**src/rtl/auth_resp_tx_pkg.sv**
```systemverilog
// Shared constants, one-hot transmit states and length clamp for the auth response transmitter.
// Sizes mirror the responder's message format: 4-byte header inside a 512-bit message.
package auth_resp_tx_pkg;

  localparam int SIZE_OF_HEADER_IN_BYTES = 4;
  localparam int MSG_LEN                 = 512;
  localparam int SIZE_OF_STATES_TX       = 5;
  localparam int AUTH_TX_BYTE_W          = 8;

  typedef enum logic [SIZE_OF_STATES_TX-1:0] {
    IDLE    = 5'b00001,
    HEADER  = 5'b00010,
    PAYLOAD = 5'b00100,
    DONE    = 5'b01000,
    ABORT   = 5'b10000
  } tx_state_e;

  function automatic logic [15:0] clamp_len(input logic [15:0] req, input logic [15:0] cap);
    return (req > cap) ? cap : req;
  endfunction

endpackage

```
**src/rtl/auth_resp_tx_if.sv**
```systemverilog
// Byte stream toward the USB control-transfer transport plus the latched USB setup fields.
// master = transmitter (drives data/valid/last and fields), slave = transport (drives ready).
interface auth_resp_tx_if;
  import auth_resp_tx_pkg::*;

  logic [AUTH_TX_BYTE_W-1:0] tx_data;
  logic                      tx_valid;
  logic                      tx_ready;
  logic                      tx_last;
  logic [7:0]                usb_bmRequestType;
  logic [7:0]                usb_bRequest;
  logic [15:0]               usb_wLength;

  modport master (
    output tx_data, tx_valid, tx_last, usb_bmRequestType, usb_bRequest, usb_wLength,
    input  tx_ready
  );

  modport slave (
    input  tx_data, tx_valid, tx_last, usb_bmRequestType, usb_bRequest, usb_wLength,
    output tx_ready
  );

endinterface

```
**src/rtl/auth_tx_stall_watchdog.sv**
```systemverilog
// Saturating stall counter; expired when count equals a nonzero limit. Present only with AUTH_RESP_TX_TIMEOUT_EN.
// Latency: expired is combinational from the registered count; clear has priority over counting.
`ifdef AUTH_RESP_TX_TIMEOUT_EN
module auth_tx_stall_watchdog (
  input  logic        clk,
  input  logic        reset,
  input  logic        clear,
  input  logic        count_en,
  input  logic [31:0] limit,
  output logic        expired
);

  logic [31:0] stall_cnt;

  always_ff @(posedge clk or posedge reset) begin
    if (reset) begin
      stall_cnt <= 32'd0;
    end else if (clear) begin
      stall_cnt <= 32'd0;
    end else if (count_en && (stall_cnt != 32'hFFFF_FFFF)) begin
      stall_cnt <= stall_cnt + 32'd1;
    end
  end

  assign expired = (limit != 32'd0) && (stall_cnt == limit);

endmodule
`endif

```
**src/rtl/auth_resp_tx.sv**
```systemverilog
// Serializes a captured auth response (header, then payload, MSB-first); first byte the cycle after a msg_req rise,
// byte held stable while tx_ready is low; stall abort only when AUTH_RESP_TX_TIMEOUT_EN is defined.
module auth_resp_tx
  import auth_resp_tx_pkg::*;
#(
  parameter int HDR_BYTES = SIZE_OF_HEADER_IN_BYTES,
  parameter int PAY_BYTES = (MSG_LEN / 8) - HDR_BYTES
) (
  input  logic                   clk,
  input  logic                   reset,
  input  logic                   msg_req,
  input  logic [8*HDR_BYTES-1:0] header_in,
  input  logic [8*PAY_BYTES-1:0] payload_in,
  input  logic [7:0]             bmRequestType_in,
  input  logic [7:0]             bRequest_in,
  input  logic [15:0]            wLength_in,
  input  logic [31:0]            timeout_in,
  auth_resp_tx_if.master         tx,
  output logic                   ack_out,
  output logic                   tx_timeout,
  output logic                   busy
);

  localparam logic [15:0] HDR_LAST = 16'(HDR_BYTES - 1);
  localparam logic [15:0] PAY_CAP  = 16'(PAY_BYTES);
  localparam logic [31:0] HDR_TOP  = 32'(8 * (HDR_BYTES - 1));
  localparam logic [31:0] PAY_TOP  = 32'(8 * (PAY_BYTES - 1));

  tx_state_e state_q, state_d;
  logic                   req_q;
  logic                   start;
  logic                   acc;
  logic                   expired;
  logic [8*HDR_BYTES-1:0] hdr_q;
  logic [8*PAY_BYTES-1:0] pay_q;
  logic [7:0]             bm_q;
  logic [7:0]             br_q;
  logic [15:0]            len_q;
  logic [15:0]            idx_q;
  logic [15:0]            idx_d;
  logic [31:0]            hdr_sh;
  logic [31:0]            pay_sh;
  logic                   is_hdr_last;
  logic                   is_pay_last;

  assign start       = msg_req & ~req_q & (state_q == IDLE);
  assign acc         = tx.tx_valid & tx.tx_ready;
  assign is_hdr_last = (idx_q == HDR_LAST);
  assign is_pay_last = (idx_q == (len_q - 16'd1));

  // req_q resets high so a request still asserted when reset releases is treated as stale.
  always_ff @(posedge clk or posedge reset) begin
    if (reset) begin
      req_q <= 1'b1;
    end else begin
      req_q <= msg_req;
    end
  end

  always_ff @(posedge clk or posedge reset) begin
    if (reset) begin
      hdr_q <= '0;
      pay_q <= '0;
      bm_q  <= 8'd0;
      br_q  <= 8'd0;
      len_q <= 16'd0;
    end else if (start) begin
      hdr_q <= header_in;
      pay_q <= payload_in;
      bm_q  <= bmRequestType_in;
      br_q  <= bRequest_in;
      len_q <= clamp_len(wLength_in, PAY_CAP);
    end
  end

  always_ff @(posedge clk or posedge reset) begin
    if (reset) begin
      state_q <= IDLE;
      idx_q   <= 16'd0;
    end else begin
      state_q <= state_d;
      idx_q   <= idx_d;
    end
  end

  // Acceptance is checked before the watchdog so a byte taken on the expiry cycle still counts.
  always_comb begin
    state_d = state_q;
    idx_d   = idx_q;
    unique case (state_q)
      IDLE: begin
        if (start) begin
          state_d = HEADER;
          idx_d   = 16'd0;
        end
      end
      HEADER: begin
        if (acc) begin
          if (is_hdr_last) begin
            idx_d   = 16'd0;
            state_d = (len_q == 16'd0) ? DONE : PAYLOAD;
          end else begin
            idx_d = idx_q + 16'd1;
          end
        end else if (expired) begin
          state_d = ABORT;
        end
      end
      PAYLOAD: begin
        if (acc) begin
          if (is_pay_last) begin
            state_d = DONE;
          end else begin
            idx_d = idx_q + 16'd1;
          end
        end else if (expired) begin
          state_d = ABORT;
        end
      end
      DONE:    state_d = IDLE;
      ABORT:   state_d = IDLE;
      default: state_d = IDLE;
    endcase
  end

  // Out-of-range shift amounts wrap to huge values and yield zero rather than X.
  assign hdr_sh = HDR_TOP - {13'd0, idx_q, 3'd0};
  assign pay_sh = PAY_TOP - {13'd0, idx_q, 3'd0};

  always_comb begin
    tx.tx_valid = 1'b0;
    tx.tx_data  = '0;
    tx.tx_last  = 1'b0;
    if (state_q == HEADER) begin
      tx.tx_valid = 1'b1;
      tx.tx_data  = 8'(hdr_q >> hdr_sh);
      tx.tx_last  = is_hdr_last && (len_q == 16'd0);
    end else if (state_q == PAYLOAD) begin
      tx.tx_valid = 1'b1;
      tx.tx_data  = 8'(pay_q >> pay_sh);
      tx.tx_last  = is_pay_last;
    end
  end

  assign tx.usb_bmRequestType = bm_q;
  assign tx.usb_bRequest      = br_q;
  assign tx.usb_wLength       = len_q;
  assign ack_out              = (state_q == DONE);
  assign busy                 = (state_q != IDLE);

`ifdef AUTH_RESP_TX_TIMEOUT_EN
  logic [31:0] timeout_q;

  always_ff @(posedge clk or posedge reset) begin
    if (reset) begin
      timeout_q <= 32'd0;
    end else if (start) begin
      timeout_q <= timeout_in;
    end
  end

  auth_tx_stall_watchdog u_watchdog (
    .clk      (clk),
    .reset    (reset),
    .clear    (acc | start),
    .count_en (tx.tx_valid & ~tx.tx_ready),
    .limit    (timeout_q),
    .expired  (expired)
  );

  assign tx_timeout = (state_q == ABORT);
`else
  logic unused_timeout;
  assign unused_timeout = ^timeout_in;
  assign expired        = 1'b0;
  assign tx_timeout     = 1'b0;
`endif

endmodule

```
**src/flat_wrapper.sv**
```systemverilog
// flat-port wrapper written by rule: the top's interface ports become plain ports
module auth_resp_tx_flat import auth_resp_tx_pkg::*;
#(
  parameter int HDR_BYTES = SIZE_OF_HEADER_IN_BYTES,
  parameter int PAY_BYTES = (MSG_LEN / 8) - HDR_BYTES
)
  (clk, reset, msg_req, header_in, payload_in, bmRequestType_in, bRequest_in, wLength_in, timeout_in, ack_out, tx_timeout, busy, tx_tx_data, tx_tx_valid, tx_tx_last, tx_usb_bmRequestType, tx_usb_bRequest, tx_usb_wLength, tx_tx_ready);
  auth_resp_tx_if tx_i ();
  input  logic clk;
  input  logic reset;
  input  logic msg_req;
  input  logic [8*HDR_BYTES-1:0] header_in;
  input  logic [8*PAY_BYTES-1:0] payload_in;
  input  logic [7:0] bmRequestType_in;
  input  logic [7:0] bRequest_in;
  input  logic [15:0] wLength_in;
  input  logic [31:0] timeout_in;
  output logic ack_out;
  output logic tx_timeout;
  output logic busy;
  output wire logic [$bits(tx_i.tx_data)-1:0] tx_tx_data;
  output wire logic [$bits(tx_i.tx_valid)-1:0] tx_tx_valid;
  output wire logic [$bits(tx_i.tx_last)-1:0] tx_tx_last;
  output wire logic [$bits(tx_i.usb_bmRequestType)-1:0] tx_usb_bmRequestType;
  output wire logic [$bits(tx_i.usb_bRequest)-1:0] tx_usb_bRequest;
  output wire logic [$bits(tx_i.usb_wLength)-1:0] tx_usb_wLength;
  input wire logic [$bits(tx_i.tx_ready)-1:0] tx_tx_ready;
  assign tx_tx_data = tx_i.tx_data;
  assign tx_tx_valid = tx_i.tx_valid;
  assign tx_tx_last = tx_i.tx_last;
  assign tx_usb_bmRequestType = tx_i.usb_bmRequestType;
  assign tx_usb_bRequest = tx_i.usb_bRequest;
  assign tx_usb_wLength = tx_i.usb_wLength;
  assign tx_i.tx_ready = tx_tx_ready;
  auth_resp_tx #(.HDR_BYTES(HDR_BYTES), .PAY_BYTES(PAY_BYTES)) u_core (.clk(clk), .reset(reset), .msg_req(msg_req), .header_in(header_in), .payload_in(payload_in), .bmRequestType_in(bmRequestType_in), .bRequest_in(bRequest_in), .wLength_in(wLength_in), .timeout_in(timeout_in), .tx(tx_i), .ack_out(ack_out), .tx_timeout(tx_timeout), .busy(busy));
endmodule
```
**config.mk**
```make
export PLATFORM = sky130hd
export DESIGN_NAME = auth_resp_tx_flat
export DESIGN_NICKNAME = d
export VERILOG_FILES = /design/src/rtl/auth_resp_tx_pkg.sv /design/src/rtl/auth_resp_tx_if.sv /design/src/rtl/auth_tx_stall_watchdog.sv /design/src/rtl/auth_resp_tx.sv /design/src/flat_wrapper.sv
export SDC_FILE = /design/constraint.sdc
export NUM_CORES = 2
export LEC_CHECK = 0
export BUFFER_PORTS_ARGS = -buffer_cell sky130_fd_sc_hd__buf_2
export CORE_AREA = 3 3 241 243
export CTS_BUF_LIST = sky130_fd_sc_hd__clkbuf_8
export DETAILED_ROUTE_END_ITERATION = 6
export DIE_AREA = 0 0 244 246
export HOLD_SLACK_MARGIN = 0.05
export PLACE_DENSITY = 0.74
export SLEW_MARGIN = 10
export SYNTH_ARGS = -nofsm -noshare
export SYNTH_HDL_FRONTEND = slang
export SYNTH_SLANG_ARGS = --single-unit
```
**constraint.sdc**
```tcl
create_clock -name clk -period 16.29 [get_ports clk]
set_input_delay 0.8145 -clock clk [delete_from_list [all_inputs] [get_ports clk]]
set_output_delay 0.8145 -clock clk [all_outputs]
set_load 0.01 [all_outputs]
```
* Word level (Yosys, flattened, before mapping)
Index checks and enable logic that the tools add are counted.
Storage, ports and cells: flip-flop bits (word level) 566, bits in latches 0, RAM bits 0, ROM bits 0, bits of input ports 580, output and inout bits 45, logic and storage cells 57, memories 0
Operators by class: add/sub/neg operators 4, multipliers 0, div/mod/pow operators 0, order comparisons 1, equality and inequality tests 13, shift-type cells 2, mux-type cells 20, bitwise gates (word level) 4, reductions and logical operators 5
Operator list (count):
- $shr A480 B32 Y8 | 1
- $mux W16 | 6
- $pmux W16 S3 | 1
- $shr A32 B32 Y8 | 1
- $mux W5 | 5
- $sub A5 B19 Y20 const A | 1
- $sub A9 B19 Y20 const A | 1
- $add A16 B1 Y16 const B | 1
- $eq A16 B16 Y1 | 1
- $eq A16 B2 Y1 const B | 1
- $gt A16 B6 Y1 const B | 1
- $logic_not A16 Y1 | 1
- $mux W8 | 2
- $sub A16 B1 Y16 const B | 1
- $pmux W5 S3 | 1
- $ne A2 B1 Y1 const B | 5
- $reduce_and A5 Y1 | 2
- $eq A5 B1 Y1 const B | 1
- $eq A5 B2 Y1 const B | 1
- $eq A5 B3 Y1 const B | 1
- $eq A5 B4 Y1 const B | 1
- $ne A5 B1 Y1 const B | 1
- $mux W1 | 4
- $mux W4 | 1
- other kinds (5) | 7

* Logic depth before layout (Yosys ltp)
depth after elaboration 6, gate-level depth with buffers 11

* Least setup slack after synthesis
OpenSTA, ideal clock, no wires.
path type flip-flop to output port, start reg u_core.idx_q[2], end out tx_tx_data[0], arrival time 2732 ps, required time 15475 ps, setup slack 12744 ps, stages on the path, launching flop included 9, path through dfrtp_1 ha_1 clkbuf_1 xor2_1 buf_2 clkbuf_1 buf_2 a21oi_1 o221ai_1
On the way: longest elaborated chain between the ends 4, elaborated cells on any way between the ends 6, those cells by class add/sub (2); shift (2); mux (2)
RTL lines:
- start: declaration | RTL line auth_resp_tx.sv:39 | logic [15:0] idx_q;
- start signal: assignment | RTL line auth_resp_tx.sv:82 | idx_q <= idx_d;
- $sub A9 B19 Y20 | RTL line auth_resp_tx.sv:128 | assign pay_sh = PAY_TOP - {13'd0, idx_q, 3'd0};
- $shr A480 B32 Y8 | RTL line auth_resp_tx.sv:140 | tx.tx_data = 8'(pay_q >> pay_sh);
- $mux W8 | RTL line auth_resp_tx.sv:138 | end else if (state_q == PAYLOAD) begin
- $mux W8 (*) | RTL line auth_resp_tx.sv:134 | if (state_q == HEADER) begin
- end: declaration | RTL line flat_wrapper.sv:21 | output wire logic [$bits(tx_i.tx_data)-1:0] tx_tx_data;
Mark *: on every way between the ends. The rest lies on a longest branch, timed or not.

* Worst setup path in the final report
start reg u_core.idx_q[0], end out tx_tx_data[2]
The elaborated chain is that of the path after synthesis.

==> summary.txt <==
Synthesis
  • Sequential fraction of the synthesis area: 0.538
  • Dominant synthesized flop cell: sky130_fd_sc_hd__dfrtp_1
  • Number of distinct library cell variants in the gate-level netlist after synthesis: 61
  • YS warnings: 0
  • Netlist area before placement: 26300 sq um
  • Yosys reg bits: 565
  • Share of async-settable or async-resettable flops after synthesis: 1.00
  • Synthesized area per cell: 9.24 sq um
  • Post-synthesis cell count: 2842
  • Syn_nets: 3426
  • Count of flip-flops with a built-in enable after synthesis: 0

Power
  • Maximum vdd drop: 104 uV
  • Internal: 0.00347 W
  • Total power divided by cell area: 169 nW/um^2
  • Clock power share: 0.246
  • Part of the total power dissipated in sequential elements: 0.440
  • Comb pwr share: 0.315
  • Sw Share: 0.353
  • Switching power: 0.00189 W
  • Static leakage: 16.8 nW

GRT
  • Global-route wire length before repair: 122000 um
  • Antenna violations before repair: 29
  • Pin count of the biggest net entering global routing: 217
  • Via count of the first global-routing pass: 21700
  • Total congestion overflow after global routing: 0
  • Overall routing resource usage: 0.264

Clocking
  • CTS H-tree lvls: 3
  • Clock transition at the registers of the reported paths: 0.06 ns
  • Hold buffer count at cts: 0
  • TritonCTS clock tree: built
  • Maximum buffer depth of the clock tree: 3
  • Number of resized instances in the post-cts repair step: 0
  • Number of CTS-inserted buffers: 94
  • Clock sink count: 565
  • CTS root buffer: sky130_fd_sc_hd__clkbuf_8
  • Clock latency at the later pin of the worst-skew pair: 0.69 ns
  • Setup bufs post-CTS: 0

STA
  • Final hold vios: 0
  • Worst hold slack: 0.268 ns
  • Unrepaired setup endpoints after global routing: false
  • Aggregate negative setup slack: 0 ns
  • Transition at the pin with the smallest max-transition slack: 1.23 ns
  • Final setup violating endpoints: 0
  • Number of max-slew violations in the final report: 0
  • Worst-case headroom to the max-slew limit: 0.179
  • Shortest clock period the worst path allows after layout: 5.54 ns
  • Ratio of final minimum period to clock period: 0.340
  • Worst Skew: 0.0237 ns
  • Top achievable clock speed: 0.181 GHz

Run
  • Reported max-cap violation count: 0

Placement
  • Final HPWL from detailed placement: 56000 um
  • Number of cells in the design after placement: 4033
  • # port buffers: 591
  • Final weighted congestion of routability-driven global placement: 0.827

Layout
  • Net count, final: 3957
  • Layout-stage area growth over the synthesis result: 21.0%
  • Layout cells sized above 1: 0.263
  • Final cell utilization of the core: 0.566
  • Final non-filler cell total: 4221

Drt
  • Final wirelength: 79900 um
  • Post-DR wirelength/cell: 18.9 um
  • DR pass1 iterations: 5
  • Count of antenna-violating nets left after detailed routing: 0
  • Average vias per placed instance: 5.19
  • 1st-iter DRT viols: 1649
  • Count of vias placed by the detailed router: 21900
  • DRC violation count after routing: 0

Critical path
  • Data arrival, critical path: 4.72 ns
  • CP delay by family, top: buffers and inverters
  • Worst Path Class, Setup: reg2out
  • CP max-delay cell: sky130_fd_sc_hd__dfrtp_4
  • Crit end category: output pin
  • Crit-path max cell delay: 0.81 ns
  • Max Fanout on Critical Path: 42
  • Cells traversed along the worst timing path: buf_4, buf_4, mux4_2, mux2i_1, o211ai_1, o211ai_1, o221ai_1, buf_2
  • Setup crit start kind: flip-flop
  • Buffers plus inverters on the worst setup path: 3
  • Crit path required time: 15.48 ns

Floorplanning
  • Die boundary height: 246 um
  • Starting density of the core: 0.468
  • Ports: 625
  • Std-Cell Rows: 87
  • Area enclosed by the die boundary: 60000 sq um
  • Die Wd: 244 um
  • Core area: 56200 sq um

Worst hold path
  • Classification of the worst-slack hold path: in2reg

Status
  • Status: completed
## layout make-up
type | instances | area (sq um)
fill | 5067 | 24400
clock buffer | 116 | 1600
antenna | 16 | 40.0
sequential | 565 | 14100
clock inverter | 56 | 397
inverter | 18 | 71.3
tap | 756 | 946
multi-input combinational | 2081 | 11400
timing repair buffer | 613 | 3150
## per-stage QoR
step                      worst slack (ns)  total power [W]  area [sq um]
final                                10.75          0.00536         31800
after global routing                 10.43          0.00574         31800
after CTS                            10.63          0.00540         31700
after detailed placement             11.37          0.00406         29700
after global placement               11.38          0.00399         29700
after floorplan                       7.78          0.00350         26300
## cell usage in the layout, fill, tap and decap left out, types with 5 or more instances in the layout
| cell type | instances |
|---|---|
| sky130_fd_sc_hd__nor4b_1 | 7 |
| sky130_fd_sc_hd__buf_4 | 20 |
| sky130_fd_sc_hd__mux4_2 | 135 |
| sky130_fd_sc_hd__nand4_1 | 11 |
| sky130_fd_sc_hd__and2_1 | 13 |
| sky130_fd_sc_hd__a22oi_1 | 7 |
| sky130_fd_sc_hd__a21oi_1 | 24 |
| sky130_fd_sc_hd__nand3_1 | 13 |
| sky130_fd_sc_hd__xor2_1 | 6 |
| sky130_fd_sc_hd__or3_1 | 7 |
| sky130_fd_sc_hd__clkinv_2 | 11 |
| sky130_fd_sc_hd__o221ai_1 | 7 |
| sky130_fd_sc_hd__buf_2 | 591 |
| sky130_fd_sc_hd__nor2_1 | 33 |
| sky130_fd_sc_hd__or4_1 | 8 |
| sky130_fd_sc_hd__xnor2_1 | 12 |
| sky130_fd_sc_hd__nor4_1 | 8 |
| sky130_fd_sc_hd__diode_2 | 16 |
| sky130_fd_sc_hd__nand2b_1 | 10 |
| sky130_fd_sc_hd__a31oi_1 | 11 |
| sky130_fd_sc_hd__clkbuf_8 | 116 |
| sky130_fd_sc_hd__nor3_1 | 10 |
| sky130_fd_sc_hd__o21ai_0 | 15 |
| sky130_fd_sc_hd__nand2_1 | 1631 |
| sky130_fd_sc_hd__dfrtp_1 | 560 |
| sky130_fd_sc_hd__bufinv_16 | 5 |
| sky130_fd_sc_hd__o211ai_1 | 15 |
| sky130_fd_sc_hd__inv_1 | 49 |
| sky130_fd_sc_hd__mux2i_1 | 38 |
## Yosys cell counts, drive strengths merged, types with 4 or more instances
cell    instances  area [sq um]
nand2b         10          62.6
o221ai          7          61.3
nor2b           4          25.0
nor2           34           128
or4             8          60.1
inv            18          67.6
or4b            4          40.0
nand2        1632          6130
a21oi          24           120
nand4          11          68.8
dfrtp         563         14100
nor4           11          87.6
clkbuf        153           574
buf            25           113
o31ai           4          30.0
a31oi          11          68.8
o211ai         15           113
xnor2          13           114
a22oi           7          52.6
o21ai          16          80.1
nor3           10          50.1
or3             7          43.8
nand3          13          65.1
xor2            7          61.3
mux4          135          3040
and3            4          25.0
mux2i          38           380
and2           13          81.3
nor4b           7          61.3
ha              4          50.1
## logic make-up (layout without fill, tap and decap cells)
logic type / count (synthesis) / count (layout) / share of synthesized area
multiplexers: 173 / 173 / 0.130
adder cells (fa/ha/maj): 4 / 4 / 0.00191
AO/OA/AOI/OAI: 109 / 109 / 0.0285
XOR/XNOR: 20 / 20 / 0.00667
buffers and inverters: 196 / 803 / 0.0287
flip-flops: 565 / 565 / 0.538
other: 1 / 17 / 0.000143
AND/OR/NAND/NOR: 1774 / 1774 / 0.265
## sequential cells by signal, indices dropped and copies added (netlist names)
signal and flops:
u_core.pay_q 480, u_core.tx.usb_bRequest 8, u_core.idx_q 16, u_core.req_q 1, u_core.tx.usb_bmRequestType 8, u_core.hdr_q 32, u_core.tx.usb_wLength 16, u_core.state_q 4
## final timing paths
path	slack, ns	cells after the start	end	from
setup / recovery	10.75	8	tx_tx_data[2]	u_core.idx_q[0]
hold / removal	0.27	1	u_core.req_q	msg_req
setup reg to reg	11.91	7	u_core.pay_q[221]	u_core.state_q[0]
hold reg to reg	0.47	2	u_core.pay_q[297]	u_core.pay_q[297]
max in group asynchronous	13.56	4	u_core.pay_q[96]	reset
min in group asynchronous	0.32	2	u_core.pay_q[466]	reset
## metal layers
| layer | up-vias | routed length, um | global-route usage | share of wire |
|---|---|---|---|---|
| li1 | 10300 | - | - | - |
| met1 | 10600 | 32700 | 0.348 | 0.41 |
| met2 | 793 | 37900 | 0.417 | 0.47 |
| met3 | 183 | 6130 | 0.0694 | 0.077 |
| met4 | 16 | 3080 | 0.107 | 0.039 |
| met5 | - | 101 | 0 | 0.0013 |
## worst reg2reg max path, cell delays in order, from the launching register on
cell and delay, ns:
sky130_fd_sc_hd__dfstp_2 0.56, sky130_fd_sc_hd__nor4b_1 0.66, sky130_fd_sc_hd__inv_1 0.26, sky130_fd_sc_hd__nor2_4 0.52, sky130_fd_sc_hd__buf_4 0.89, sky130_fd_sc_hd__buf_4 1.06, sky130_fd_sc_hd__nand2_1 0.26, sky130_fd_sc_hd__nand2_1 0.11
## power by group through the flow
| stage | clock (W) | combinational, W | sequential [W] |
|---|---|---|---|
| 6_report | 0.00132 | 0.00169 | 0.00236 |
| 5_1_grt | 0.00142 | 0.00190 | 0.00242 |
| 4_1_cts | 0.00135 | 0.00170 | 0.00235 |
| 3_5_place_dp | 0 | 0.00170 | 0.00237 |
| 3_3_place_gp | 0 | 0.00165 | 0.00234 |
| 2_1_floorplan | 0 | 0.00123 | 0.00227 |
(Power assumes the default switching activity.)
